File: config.mk
export PLATFORM = sky130hd
export DESIGN_NAME = sparam_sweep_ctrl_flat
export DESIGN_NICKNAME = d
export VERILOG_FILES = /design/src/rtl/sparam_sweep_ctrl_pkg.sv /design/src/rtl/sparam_sweep_ctrl_if.sv /design/src/rtl/sparam_wait_cnt.sv /design/src/rtl/sparam_sweep_ctrl.sv /design/src/flat_wrapper.sv
export SDC_FILE = /design/constraint.sdc
export NUM_CORES = 1
export LEC_CHECK = 0
export CAP_MARGIN = 10
export CORE_MARGIN = 2
export CORE_UTILIZATION = 55
export DETAILED_ROUTE_END_ITERATION = 10
export PLACE_DENSITY = 0.91
export SLEW_MARGIN = 20
export SYNTH_ARGS = -nofsm -noshare
export SYNTH_HDL_FRONTEND = slang
export SYNTH_SLANG_ARGS = --single-unit
File: constraint.sdc
create_clock -name clk -period 2.55 [get_ports clk]
set_input_delay 0.51 -clock clk [delete_from_list [all_inputs] [get_ports clk]]
set_output_delay 0.51 -clock clk [all_outputs]
set_load 0.05 [all_outputs]
File: src/rtl/sparam_sweep_ctrl_pkg.sv
// Shared types for the two-port S-parameter sweep sequencer.
package sparam_pkg;

    typedef enum logic [2:0] {
        IDLE,
        SETTLE,
        REQ,
        ADV,
        DONE
    } state_t;

    // Result tags are {rx_sel, src_port}.
    localparam logic [1:0] S11 = 2'b00;
    localparam logic [1:0] S21 = 2'b10;
    localparam logic [1:0] S12 = 2'b01;
    localparam logic [1:0] S22 = 2'b11;

endpackage

File: src/rtl/sparam_sweep_ctrl_if.sv
// Source/receiver control and capture handshake between the sequencer and the detector front end.
interface sparam_sweep_ctrl_if;

    logic       src_en;
    logic       src_port;
    logic       rx_sel;
    logic       meas_req;
    logic       meas_ack;
    logic       res_valid;
    logic [1:0] res_sij;

    modport master (
        output src_en, src_port, rx_sel, meas_req, res_valid, res_sij,
        input  meas_ack
    );

    modport slave (
        input  src_en, src_port, rx_sel, meas_req, res_valid, res_sij,
        output meas_ack
    );

endinterface

File: src/rtl/sparam_wait_cnt.sv
// Loadable down-counter with a zero flag, shared by the settle and ack-timeout phases.
module sparam_wait_cnt #(
    parameter int CNT_W = 10
) (
    input  logic             clk,
    input  logic             rst,
    input  logic             load,
    input  logic [CNT_W-1:0] load_val,
    output logic             zero
);

    logic [CNT_W-1:0] cnt;

    // NOTE: sequential state uses non-blocking assignments so every register samples pre-edge values.
    always_ff @(posedge clk or posedge rst) begin
        if (rst) begin
            cnt <= '0;
        end else if (load) begin
            cnt <= load_val;
        end else if (cnt != '0) begin
            cnt <= cnt - 1'b1;
        end
    end

    assign zero = (cnt == '0);

endmodule

File: src/rtl/sparam_sweep_ctrl.sv
// Sweep sequencer: per frequency point excites P1 then P2 and captures both receivers for each source.
module sparam_sweep_ctrl
    import sparam_pkg::*;
#(
    parameter int FREQ_W      = 10,
    parameter int SETTLE_CYC  = 16,
    parameter int TIMEOUT_CYC = 1023,
    parameter int CNT_W       = 10
) (
    input  logic                clk,
    input  logic                rst,
    input  logic                start,
    input  logic                abort,
    input  logic [FREQ_W-1:0]   n_points,
    output logic                busy,
    output logic                done,
    output logic                error,
    output logic [FREQ_W-1:0]   freq_idx,
    sparam_sweep_ctrl_if.master meas
);

    // Counter terminal count is load_val, so a load of N-1 gives N cycles.
    localparam logic [CNT_W-1:0] SETTLE_LOAD  = CNT_W'(SETTLE_CYC - 1);
    localparam logic [CNT_W-1:0] TIMEOUT_LOAD = CNT_W'(TIMEOUT_CYC - 1);

    state_t            state;
    logic [FREQ_W-1:0] last_idx;
    logic              src_port;
    logic              rx_sel;
    logic              src_en;
    logic              meas_req;
    logic              cnt_load;
    logic [CNT_W-1:0]  cnt_val;
    logic              cnt_zero;

    sparam_wait_cnt #(.CNT_W(CNT_W)) u_wait_cnt (
        .clk      (clk),
        .rst      (rst),
        .load     (cnt_load),
        .load_val (cnt_val),
        .zero     (cnt_zero)
    );

    // NOTE: every always_comb output gets a default first so no path can infer a latch.
    always_comb begin
        cnt_load = 1'b0;
        cnt_val  = SETTLE_LOAD;
        case (state)
            IDLE:   cnt_load = start && (n_points != '0);
            SETTLE: begin
                cnt_load = cnt_zero;
                cnt_val  = TIMEOUT_LOAD;
            end
            ADV: begin
                cnt_load = 1'b1;
                if (rx_sel == 1'b0) cnt_val = TIMEOUT_LOAD;
            end
            default: ;
        endcase
    end

    always_ff @(posedge clk or posedge rst) begin
        if (rst) begin
            state    <= IDLE;
            busy     <= 1'b0;
            done     <= 1'b0;
            error    <= 1'b0;
            freq_idx <= '0;
            last_idx <= '0;
            src_port <= 1'b0;
            rx_sel   <= 1'b0;
            src_en   <= 1'b0;
            meas_req <= 1'b0;
        end else if (abort) begin
            state    <= IDLE;
            busy     <= 1'b0;
            done     <= 1'b0;
            src_en   <= 1'b0;
            meas_req <= 1'b0;
        end else begin
            done <= 1'b0;
            case (state)
                IDLE: if (start) begin
                    error <= 1'b0;
                    if (n_points != '0) begin
                        last_idx <= n_points - 1'b1;
                        freq_idx <= '0;
                        src_port <= 1'b0;
                        rx_sel   <= 1'b0;
                        busy     <= 1'b1;
                        src_en   <= 1'b1;
                        state    <= SETTLE;
                    end else begin
                        done <= 1'b1;
                    end
                end
                SETTLE: if (cnt_zero) begin
                    meas_req <= 1'b1;
                    state    <= REQ;
                end
                REQ: begin
                    if (meas.meas_ack) begin
                        meas_req <= 1'b0;
                        state    <= ADV;
                    end else if (cnt_zero) begin
                        meas_req <= 1'b0;
                        error    <= 1'b1;
                        src_en   <= 1'b0;
                        busy     <= 1'b0;
                        state    <= IDLE;
                    end
                end
                ADV: begin
                    case ({rx_sel, src_port})
                        S11, S12: begin
                            rx_sel   <= 1'b1;
                            meas_req <= 1'b1;
                            state    <= REQ;
                        end
                        S21: begin
                            src_port <= 1'b1;
                            rx_sel   <= 1'b0;
                            state    <= SETTLE;
                        end
                        default: begin
                            if (freq_idx == last_idx) begin
                                src_en <= 1'b0;
                                done   <= 1'b1;
                                state  <= DONE;
                            end else begin
                                freq_idx <= freq_idx + 1'b1;
                                src_port <= 1'b0;
                                rx_sel   <= 1'b0;
                                state    <= SETTLE;
                            end
                        end
                    endcase
                end
                DONE: begin
                    busy  <= 1'b0;
                    state <= IDLE;
                end
                default: state <= IDLE;
            endcase
        end
    end

    // Result strobe is combinational so it coincides with the accepted ack.
    assign meas.src_en    = src_en;
    assign meas.src_port  = src_port;
    assign meas.rx_sel    = rx_sel;
    assign meas.meas_req  = meas_req;
    assign meas.res_valid = meas_req & meas.meas_ack;
    assign meas.res_sij   = {rx_sel, src_port};

endmodule
File: src/flat_wrapper.sv
// flat-port wrapper written by rule: the top's interface ports become plain ports
module sparam_sweep_ctrl_flat import sparam_pkg::*;
#(
    parameter int FREQ_W      = 10,
    parameter int SETTLE_CYC  = 16,
    parameter int TIMEOUT_CYC = 1023,
    parameter int CNT_W       = 10
)
  (clk, rst, start, abort, n_points, busy, done, error, freq_idx, meas_src_en, meas_src_port, meas_rx_sel, meas_meas_req, meas_res_valid, meas_res_sij, meas_meas_ack);
  sparam_sweep_ctrl_if meas_i ();
  input  logic clk;
  input  logic rst;
  input  logic start;
  input  logic abort;
  input  logic [FREQ_W-1:0] n_points;
  output logic busy;
  output logic done;
  output logic error;
  output logic [FREQ_W-1:0] freq_idx;
  output wire logic [$bits(meas_i.src_en)-1:0] meas_src_en;
  output wire logic [$bits(meas_i.src_port)-1:0] meas_src_port;
  output wire logic [$bits(meas_i.rx_sel)-1:0] meas_rx_sel;
  output wire logic [$bits(meas_i.meas_req)-1:0] meas_meas_req;
  output wire logic [$bits(meas_i.res_valid)-1:0] meas_res_valid;
  output wire logic [$bits(meas_i.res_sij)-1:0] meas_res_sij;
  input wire logic [$bits(meas_i.meas_ack)-1:0] meas_meas_ack;
  assign meas_src_en = meas_i.src_en;
  assign meas_src_port = meas_i.src_port;
  assign meas_rx_sel = meas_i.rx_sel;
  assign meas_meas_req = meas_i.meas_req;
  assign meas_res_valid = meas_i.res_valid;
  assign meas_res_sij = meas_i.res_sij;
  assign meas_i.meas_ack = meas_meas_ack;
  sparam_sweep_ctrl #(.FREQ_W(FREQ_W), .SETTLE_CYC(SETTLE_CYC), .TIMEOUT_CYC(TIMEOUT_CYC), .CNT_W(CNT_W)) u_core (.clk(clk), .rst(rst), .start(start), .abort(abort), .n_points(n_points), .busy(busy), .done(done), .error(error), .freq_idx(freq_idx), .meas(meas_i));
endmodule
After elaboration in Yosys (flattened, before gate mapping)

Cells that the tools add are included.

Register bits after elaboration: 40
Bits of input ports: 15

Add/subtract/negate cells: 3
Reductions and logical operators: 23
Multiplexer cells: 50
Eq/ne operators: 25
Bitwise operators: 2

Operator list:

| kind                    | number |
|---|---|
| $mux W10                | 7 |
| $pmux W10 S2            | 2 |
| $mux W1                 | 22 |
| $mux W3                 | 7 |
| $reduce_bool A10 Y1     | 2 |
| $sub A10 B1 Y10 const B | 2 |
| $ne A3 B2 Y1 const B    | 5 |
| $reduce_and A5 Y1       | 3 |
| $ne A3 B3 Y1 const B    | 4 |
| $pmux W1 S2             | 6 |
| $pmux W1 S3             | 4 |
| $pmux W3 S4             | 1 |
| $reduce_and A4 Y1       | 3 |
| $reduce_and A6 Y1       | 2 |
| $reduce_bool A4 Y1      | 3 |
| $add A10 B1 Y10 const B | 1 |
| $eq A10 B10 Y1          | 1 |
| $logic_not A10 Y1       | 1 |
| $ne A2 B2 Y1 const B    | 5 |
| $reduce_and A7 Y1       | 1 |
| $eq A3 B2 Y1 const B    | 2 |
| $pmux W3 S2             | 1 |
| $reduce_bool A2 Y1      | 3 |
| $ne A2 B1 Y1 const B    | 2 |
| 13 further kinds        | 13 |

Longest topological paths before layout

Gate-level depths: netlist (run 1).

Depth after elaboration: 5
Depth in mapped cells: 8

Modules after synthesis

Synthesis (run 1) repeated with hierarchy kept, for this count alone.

Cells, all modules: 285
Area, all modules: 2506.2 sq um

By module, submodules not included:

| module            | area each (sq um) | times used | cells an instance |
|---|---|---|---|
| sparam_sweep_ctrl | 1813.0            | 1          | 209 |
| sparam_wait_cnt   | 693.2             | 1          | 76 |

Worst setup path before layout (run 1)

Ideal clock, no wire load.

Path type: register to register
From: register u_core.freq_idx[2]
To: register u_core.freq_idx[0]
Cell stages (with the launch flop): 7
Clock period less this slack: 2062 ps
Path slack: 488 ps
Arrival time: 1934 ps
Setup time: 128 ps
Cell sequence: dfrtp_1 xor2_1 nor4_1 and4_1 clkbuf_1 nor3_1 mux2_1

Cells in the longest elaborated chain, start to end: 3

Ends and longest elaborated chain:

| what                        | RTL line                 | RTL |
|---|---|---|
| start, declared             | sparam_sweep_ctrl.sv:18  | `output logic [FREQ_W-1:0] freq_idx,` |
| start signal, assigned      | sparam_sweep_ctrl.sv:131 | `freq_idx <= freq_idx + 1'b1;` |
| $eq A10 B10 Y1              | sparam_sweep_ctrl.sv:126 | `if (freq_idx == last_idx) begin` |
| $ne A2 B2 Y1 (no line)      | --                       |  |
| $reduce_and A6 Y1 (no line) | --                       |  |

No other way between the ends.
A chain may end at the register's enable or synchronous reset.

Worst setup path after layout (run 1)

From: register u_core.rx_sel, in the netlist u_core.meas.rx_sel
To: output port meas_res_sij[1]

RTL lines:

| what                   | RTL line                 | RTL |
|---|---|---|
| start, declared        | sparam_sweep_ctrl.sv:29  | `logic rx_sel;` |
| start signal, assigned | sparam_sweep_ctrl.sv:71  | `rx_sel <= 1'b0;` |
| start signal, assigned | sparam_sweep_ctrl.sv:89  | `rx_sel <= 1'b0;` |
| start signal, assigned | sparam_sweep_ctrl.sv:116 | `rx_sel <= 1'b1;` |
| end, declared          | flat_wrapper.sv:25       | `output wire logic [$bits(meas_i.res_sij)-1:0] meas_res_sij;` |

No word-level cell between the ends.

==> insert_results.sql, run 1 <==
INSERT INTO impl_metrics (metric_group, metric, value, unit) VALUES
('timing', 'setup_violating_endpoint_count_in_the_final_report', '0', ''),
('timing', 'timing.final.hold_violations', '0', ''),
('timing', 'finalMaxSlewViolations', '0', ''),
('floorplanning', 'row_count', '24', ''),
('final_layout', 'syn2layout_area_growth', '23.2', '%'),
('logic_synthesis', 'seq_total_area_yosys', '40.0', '%'),
('detailed_routing', 'vias', '2241', ''),
('final_layout', 'postLayoutCoreUtil', '70.8', '%'),
('final_layout', 'drive_gt1_share', '12.5', '%'),
('logic_synthesis', 'asyncSetResetFlopFracSynth', '100', '%'),
('logic_synthesis', 'ys_seq_elements', '40', ''),
('clock_network', 'clock_tree.htree_level_count', '2', ''),
('timing', 'timing.final.crit_share', '89.4', '%'),
('worst_setup_path', 'worst_path_dominant_cell_family', 'buffers and inverters', ''),
('timing', 'rsz0062_at_grt', 'false', ''),
('detailed_routing', 'wl_per_cell', '16.1', 'um'),
('logic_synthesis', 'netlist.area_leader.share', '40.0', '%'),
('flow_run', 'number_of_max_capacitance_violations_reported', '0', ''),
('logic_synthesis', 'synth-edff-count', '0', ''),
('floorplanning', 'die-height', '71.5', 'um'),
('clock_network', 'clock_path_buffers', '2', ''),
('logic_synthesis', 'synth_flop_cell', 'dfrtp_1', ''),
('clock_network', 'cts-buffers-inserted', '5', ''),
('floorplanning', 'initial_core_util', '57.5', '%'),
('logic_synthesis', 'synthesis.instances', '273', ''),
('clock_network', 'cts_hold_buf', '0', ''),
('detailed_routing', 'detailed_routing_iterations_pass_1', '4', ''),
('worst_setup_path', 'data_arrival_time_of_the_worst_path', '1.77', 'ns'),
('clock_network', 'post-cts-setup-buffer-count', '0', ''),
('clock_network', 'clk_pin_slew_worst_setup_hold_paths', '0.07', 'ns'),
('worst_setup_path', 'worst-path-max-fanout', '10', ''),
('placed_design', 'io_buffers', '34', ''),
('worst_setup_path', 'startpoint_type', 'flip-flop', ''),
('placed_design', 'post-dp-hpwl', '4.47', 'mm'),
('clock_network', 'root_buffer', 'clkbuf_8', ''),
('pwr', 'p_per_area', '467', 'nW/um^2'),
('clock_network', 'cts_repair_resize_count', '0', ''),
('floorplanning', 'ios', '35', ''),
('final_layout', 'num-fill-cells', '309', ''),
('global_routing', 'antenna_found_initial', '0', ''),
('worst_setup_path', 'slowest_delay', '0.88', 'ns'),
('clock_network', 'clk-insertion-delay-late', '0.30', 'ns'),
('detailed_routing', 'drt_first_iter_violations', '206', ''),
('final_layout', 'regArea', '1000', 'um^2'),
('global_routing', 'first_global_vias', '2168', ''),
('detailed_routing', 'drt.antenna.violating_nets', '0', ''),
('final_layout', 'n_antenna_cell', '0', ''),
('timing', 'transition_at_the_pin_with_the_smallest_max_transition_slack', '0.634', 'ns'),
('timing', 'finalWorstPathRequiredPeriod', '2.28', 'ns'),
('pwr', 'max-vdd-ir-drop', '0.327', 'mV'),
('logic_synthesis', 'synth_cell_types', '55', ''),
('logic_synthesis', 'avgSynthCellArea', '9.17', 'um^2'),
('logic_synthesis', 'syn_area', '2500', 'um^2'),
('clock_network', 'tritoncts', 'done', ''),
('worst_setup_path', 'timing.critical_path.to_type', 'primary output', ''),
('worst_setup_path', 'timing.critical_path.slowest_stage_cell', 'clkdlybuf4s50_1', ''),
('timing', 'fin_worst_skew', '0.00334', 'ns'),
('worst_setup_path', 'timing_worst_setup_path_type', 'flip-flop to primary output', ''),
('logic_synthesis', 'synth_top_area_cell', 'dfrtp_1', ''),
('global_routing', 'first_pass_grt_wire_length', '10.1', 'mm'),
('global_routing', 'grt_overflow_total', '0', ''),
('floorplanning', 'die_area', '5110', 'um^2'),
('outcome', 'run_status', 'finished clean', ''),
('timing', 'final.setup.tns', '0', 'ns'),
('min_path', 'holdCritPathClass', 'flip-flop to flip-flop', ''),
('detailed_routing', 'post_drt_via_cell_ratio', '6.02', ''),
('floorplanning', 'placeableCoreArea', '4350', 'um^2'),
('timing', 'fmaxAchievable', '439', 'MHz'),
('pwr', 'power.leakage', '0.00129', 'uW'),
('detailed_routing', 'number_of_remaining_drc_errors', '0', ''),
('final_layout', 'multiInputGateArea', '1380', 'um^2');
## synthesized netlist by cell type, drive strengths merged (5+ instances only)
master	count
a21oi	12
a31oi	5
buf	7
clkbuf	6
dfrtp	40
ha	5
inv	12
nand2	29
nand2b	8
nand3	5
nand4	8
nor2	19
nor3	7
nor4	9
o21ai	24
or3	7
xnor2	9
xor2	15
## where the power goes
group	total, uW	switching (uW)	leakage, uW	internal, uW
sequential	714	39.2	0.000522	674
clock	509	219	0.0000552	290
combinational	218	122	0.000711	96.4
## final timing paths
kind / startpoint / to / slack [ns] / depth (start not counted)
hold reg to reg: u_core.last_idx[4] / u_core.last_idx[4] / 0.51 / 2
hold / removal: u_core.last_idx[4] / u_core.last_idx[4] / 0.51 / 2
setup reg to reg: u_core.u_wait_cnt.cnt[5] / u_core.u_wait_cnt.cnt[0] / 0.38 / 5
min in group asynchronous: rst / u_core.meas.src_port / 0.63 / 3
setup / recovery: u_core.meas.rx_sel / meas_res_sij[1] / 0.27 / 1
max in group asynchronous: rst / u_core.last_idx[1] / 1.58 / 3
## cell families (layout without fill, tap and decap cells)
| kind of cell | Yosys count | in the layout | synth area share, % |
|---|---|---|---|
| AOI/OAI and AO/OA | 62 | 62 | 16.0 |
| xor gates and xnor gates | 24 | 24 | 8.40 |
| adders and majority gates | 5 | 5 | 2.50 |
| buffers and inverters | 25 | 72 | 4.95 |
| DFF | 40 | 40 | 40.0 |
| muxes | 6 | 6 | 3.00 |
| and+or+nand+nor | 111 | 111 | 25.2 |
## placed cells by master (no fill, tap or decap), types with 3 or more instances in the layout
cell type | Yosys | layout
xnor2_1 | 9 | 9
a21oi_1 | 12 | 12
o21ai_0 | 22 | 22
nor3_1 | 6 | 6
nor4_1 | 8 | 8
nor2_1 | 19 | 19
a211oi_1 | 3 | 3
buf_4 | 2 | 18
and2_1 | 3 | 3
nor4b_1 | 3 | 3
or4_1 | 3 | 3
ha_1 | 5 | 5
xor2_1 | 15 | 15
and3_1 | 3 | 3
o31ai_1 | 4 | 4
dfrtp_1 | 40 | 40
mux2i_1 | 3 | 3
clkbuf_8 | 0 | 5
clkdlybuf4s50_1 | 0 | 33
or3_1 | 6 | 6
nand3_1 | 4 | 4
nand2b_1 | 8 | 8
nand2_1 | 29 | 29
nand4_1 | 7 | 7
a31oi_1 | 5 | 5
inv_1 | 12 | 12
## flip-flops by register name, summed over array words and instances, names as in the netlist
name and count:
u_core.state 3, u_core.meas.rx_sel 1, u_core.busy 1, u_core.u_wait_cnt.cnt 10, u_core.meas.meas_req 1, u_core.meas.src_en 1
u_core.freq_idx 10, u_core.meas.src_port 1, u_core.error 1, u_core.last_idx 10, u_core.done 1
## per-stage QoR
stage	instances	setup slack, ns	total power, uW	instance area, um^2	hold WS (ns)
5_1_grt	372	0.128	1500	3080	0.546
4_1_cts	372	0.270	1450	3080	0.511
2_1_floorplan	273	0.488	852	2500	0.469
6_report	372	0.271	1440	3080	0.507
3_5_place_dp	364	0.00964	943	2970	0.495
3_3_place_gp	364	0.0999	927	2970	0.484
## routing by layer
metal / track usage [%] / share of wire, %
met5: 0 / 0
met4: 12.8 / 2.5
met3: 5.49 / 5.1
met1: 33.8 / 43
met2: 40.0 / 49
## final cells by class
class,count,area share [%]
inverter,12,1.46
timing repair buffer,52,15.8
multi-input combinational,208,44.7
clock buffer,6,2.35
clock inverter,2,1.14
sequential,40,32.5
tap,52,2.11
## tightest hold or removal path, stage by stage (launching register included)
cell,delay [ns]
dfrtp_1,0.37
nand2_1,0.05
o21ai_0,0.06
Power figures use the tool's default switching activity.
==> inputs of run 2 (changes only) <==
Settings changed: CORE_UTILIZATION 55 to 50, PLACE_DENSITY 0.91 to 0.85.
==> insert_results.sql, run 2 (synthesis gave the netlist of run 1 again) <==
INSERT INTO impl_metrics (metric_group, metric, value, unit) VALUES
('outcome', 'run_status', 'finished clean', ''),
('pwr', 'max-vdd-ir-drop', '0.225', 'mV'),
('final_layout', 'regArea', '1000', 'um^2'),
('floorplanning', 'row_count', '25', ''),
('final_layout', 'largest_registers', 'u_core.freq_idx: 10 flops, u_core.last_idx: 10 flops, u_core.u_wait_cnt.cnt: 10 flops', ''),
('clock_network', 'root_buffer', 'clkbuf_8', ''),
('final_layout', 'n_antenna_cell', '0', ''),
('final_layout', 'syn2layout_area_growth', '23.6', '%'),
('timing', 'timing.final.crit_share', '89.0', '%'),
('min_path', 'holdCritPathClass', 'flip-flop to flip-flop', ''),
('placed_design', 'postPlaceCellArea', '3000', 'um^2'),
('pwr', 'p_per_area', '441', 'nW/um^2'),
('floorplanning', 'ios', '35', ''),
('floorplanning', 'fp.dieW', '74.7', 'um'),
('global_routing', 'grt_util_all_layers', '23.0', '%'),
('clock_network', 'cts-buffers-inserted', '5', ''),
('timing', 'setup_violating_endpoint_count_in_the_final_report', '0', ''),
('detailed_routing', 'wl_per_cell', '14.3', 'um'),
('worst_setup_path', 'cp.required', '2.73', 'ns'),
('timing', 'transition_at_the_pin_with_the_smallest_max_transition_slack', '0.507', 'ns'),
('detailed_routing', 'detailed_routing_iterations_pass_1', '4', ''),
('clock_network', 'clk-insertion-delay-late', '0.29', 'ns'),
('placed_design', 'io_buffers', '34', ''),
('detailed_routing', 'vias', '2197', ''),
('placed_design', 'post-dp-hpwl', '4.23', 'mm'),
('clock_network', 'cts_repair_resize_count', '0', ''),
('clock_network', 'post-cts-setup-buffer-count', '0', ''),
('clock_network', 'clock_tree.htree_level_count', '2', ''),
('worst_setup_path', 'timing_worst_setup_path_type', 'input pin to flip-flop', ''),
('floorplanning', 'initial_core_util', '52.3', '%'),
('detailed_routing', 'number_of_remaining_drc_errors', '0', ''),
('timing', 'rsz0062_at_grt', 'false', ''),
('clock_network', 'count_of_clock_tree_sinks', '40', ''),
('detailed_routing', 'drt_first_iter_violations', '188', ''),
('clock_network', 'tritoncts', 'done', ''),
('global_routing', 'largest_net_degree_at_the_start_of_global_routing', '41', ''),
('worst_setup_path', 'worst-path-max-fanout', '6', ''),
('final_layout', 'layout_common_cells', 'dfrtp_1 (40), clkdlybuf4s50_1 (33), nand2_1 (29)', ''),
('floorplanning', 'die_area', '5590', 'um^2'),
('timing', 'fin_worst_skew', '0.00613', 'ns'),
('floorplanning', 'placeableCoreArea', '4790', 'um^2'),
('floorplanning', 'die-height', '74.7', 'um'),
('clock_network', 'clk_pin_slew_worst_setup_hold_paths', '0.08', 'ns'),
('placed_design', 'worst_setup_slack_post_dpl', '-0.000905', 'ns'),
('detailed_routing', 'routed_wl', '5.56', 'mm'),
('final_layout', 'layout.cell_area.non_filler', '3090', 'um^2'),
('pwr', 'power.leakage', '0.00129', 'uW'),
('worst_setup_path', 'timing.critical_path.to_type', 'flip-flop', ''),
('timing', 'slew_headroom', '66.1', '%'),
('final_layout', 'num-fill-cells', '383', ''),
('placed_design', 'placedCellCount', '380', ''),
('final_layout', 'multiInputGateArea', '1380', 'um^2'),
('clock_network', 'clock_path_buffers', '2', ''),
('global_routing', 'grt_overflow_total', '0', ''),
('timing', 'finalWorstPathRequiredPeriod', '2.27', 'ns'),
('clock_network', 'cts_hold_buf', '0', ''),
('worst_setup_path', 'data_arrival_time_of_the_worst_path', '2.45', 'ns'),
('final_layout', 'drive_gt1_share', '13.1', '%'),
('final_layout', 'final_net_count', '340', ''),
('global_routing', 'first_global_vias', '2115', ''),
('timing', 'fmaxAchievable', '441', 'MHz'),
('timing', 'worst_slack', '0.281', 'ns'),
('timing', 'final.setup.tns', '0', 'ns'),
('detailed_routing', 'post_drt_via_cell_ratio', '5.66', ''),
('global_routing', 'first_pass_grt_wire_length', '9.84', 'mm'),
('global_routing', 'antenna_found_initial', '0', ''),
('final_layout', 'final-instance-count-excl-fill', '388', ''),
('detailed_routing', 'drt.antenna.violating_nets', '0', ''),
('worst_setup_path', 'startpoint_type', 'input pin', ''),
('timing', 'timing.final.hold_violations', '0', ''),
('flow_run', 'number_of_max_capacitance_violations_reported', '0', ''),
('final_layout', 'mostFrequentLayoutCell', 'dfrtp_1', ''),
('timing', 'worst_hold_check_slack', '0.505', 'ns'),
('timing', 'finalMaxSlewViolations', '0', ''),
('placed_design', 'gp_congestion', '0.865', '');
==> run 2: cell count changes in the layout (fill, tap and decap cells not counted) <==
cell / delta
clkbuf_8: +1
bufinv_16: -1
buf_4: +1
clkbuf_1: -1
clkinv_2: +1
==> run 2: final cells by class <==
type / count / area share (%)
multi-input combinational: 208 / 44.5
tap: 67 / 2.71
clock buffer: 6 / 2.67
sequential: 40 / 32.4
inverter: 12 / 1.46
clock inverter: 2 / 0.324
timing repair buffer: 53 / 15.9
==> run 2: final timing paths <==
path | endpoint | cells after the start | slack [ns] | startpoint
min | u_core.last_idx[0] | 2 | 0.50 | u_core.last_idx[0]
max reg2reg | u_core.u_wait_cnt.cnt[0] | 7 | 0.40 | u_core.u_wait_cnt.cnt[0]
max in group asynchronous | u_core.last_idx[5] | 3 | 1.56 | rst
min reg2reg | u_core.last_idx[0] | 2 | 0.50 | u_core.last_idx[0]
min in group asynchronous | u_core.u_wait_cnt.cnt[5] | 3 | 0.63 | rst
max | u_core.freq_idx[0] | 6 | 0.28 | start
==> run 2: metal layers <==
| metal | track usage (%) | up-vias | wire length, um |
|---|---|---|---|
| met1 | 32.1 | 1044 | 2490 |
| met4 | 8.73 | 0 | 103 |
| met5 | 0 | - | 0 |
| met2 | 36.1 | 69 | 2730 |
| li1 | - | 1075 | - |
| met3 | 3.88 | 9 | 238 |
==> run 2: report_power, final <==
group | total, uW | internal, uW | switching [uW] | leakage (uW)
Sequential | 711 | 674 | 36.3 | 0.000522
Clock | 435 | 216 | 219 | 0.0000510
Combinational | 219 | 99.6 | 119 | 0.000715
==> run 2: through the flow <==
stage               power, uW  utilization [%]
global placement          931             62.7
finish                   1360             64.6
global route             1430             64.6
floorplan                 852                -
CTS                      1380             64.6
detailed placement        941             62.7
==> run 2: critical path, stage by stage <==
cell and delay, ns:
clkdlybuf4s50_1 0.48, or3b_4 0.40, a21boi_4 0.24, nand2_1 0.16, nor3_1 0.29, mux2_1 0.36
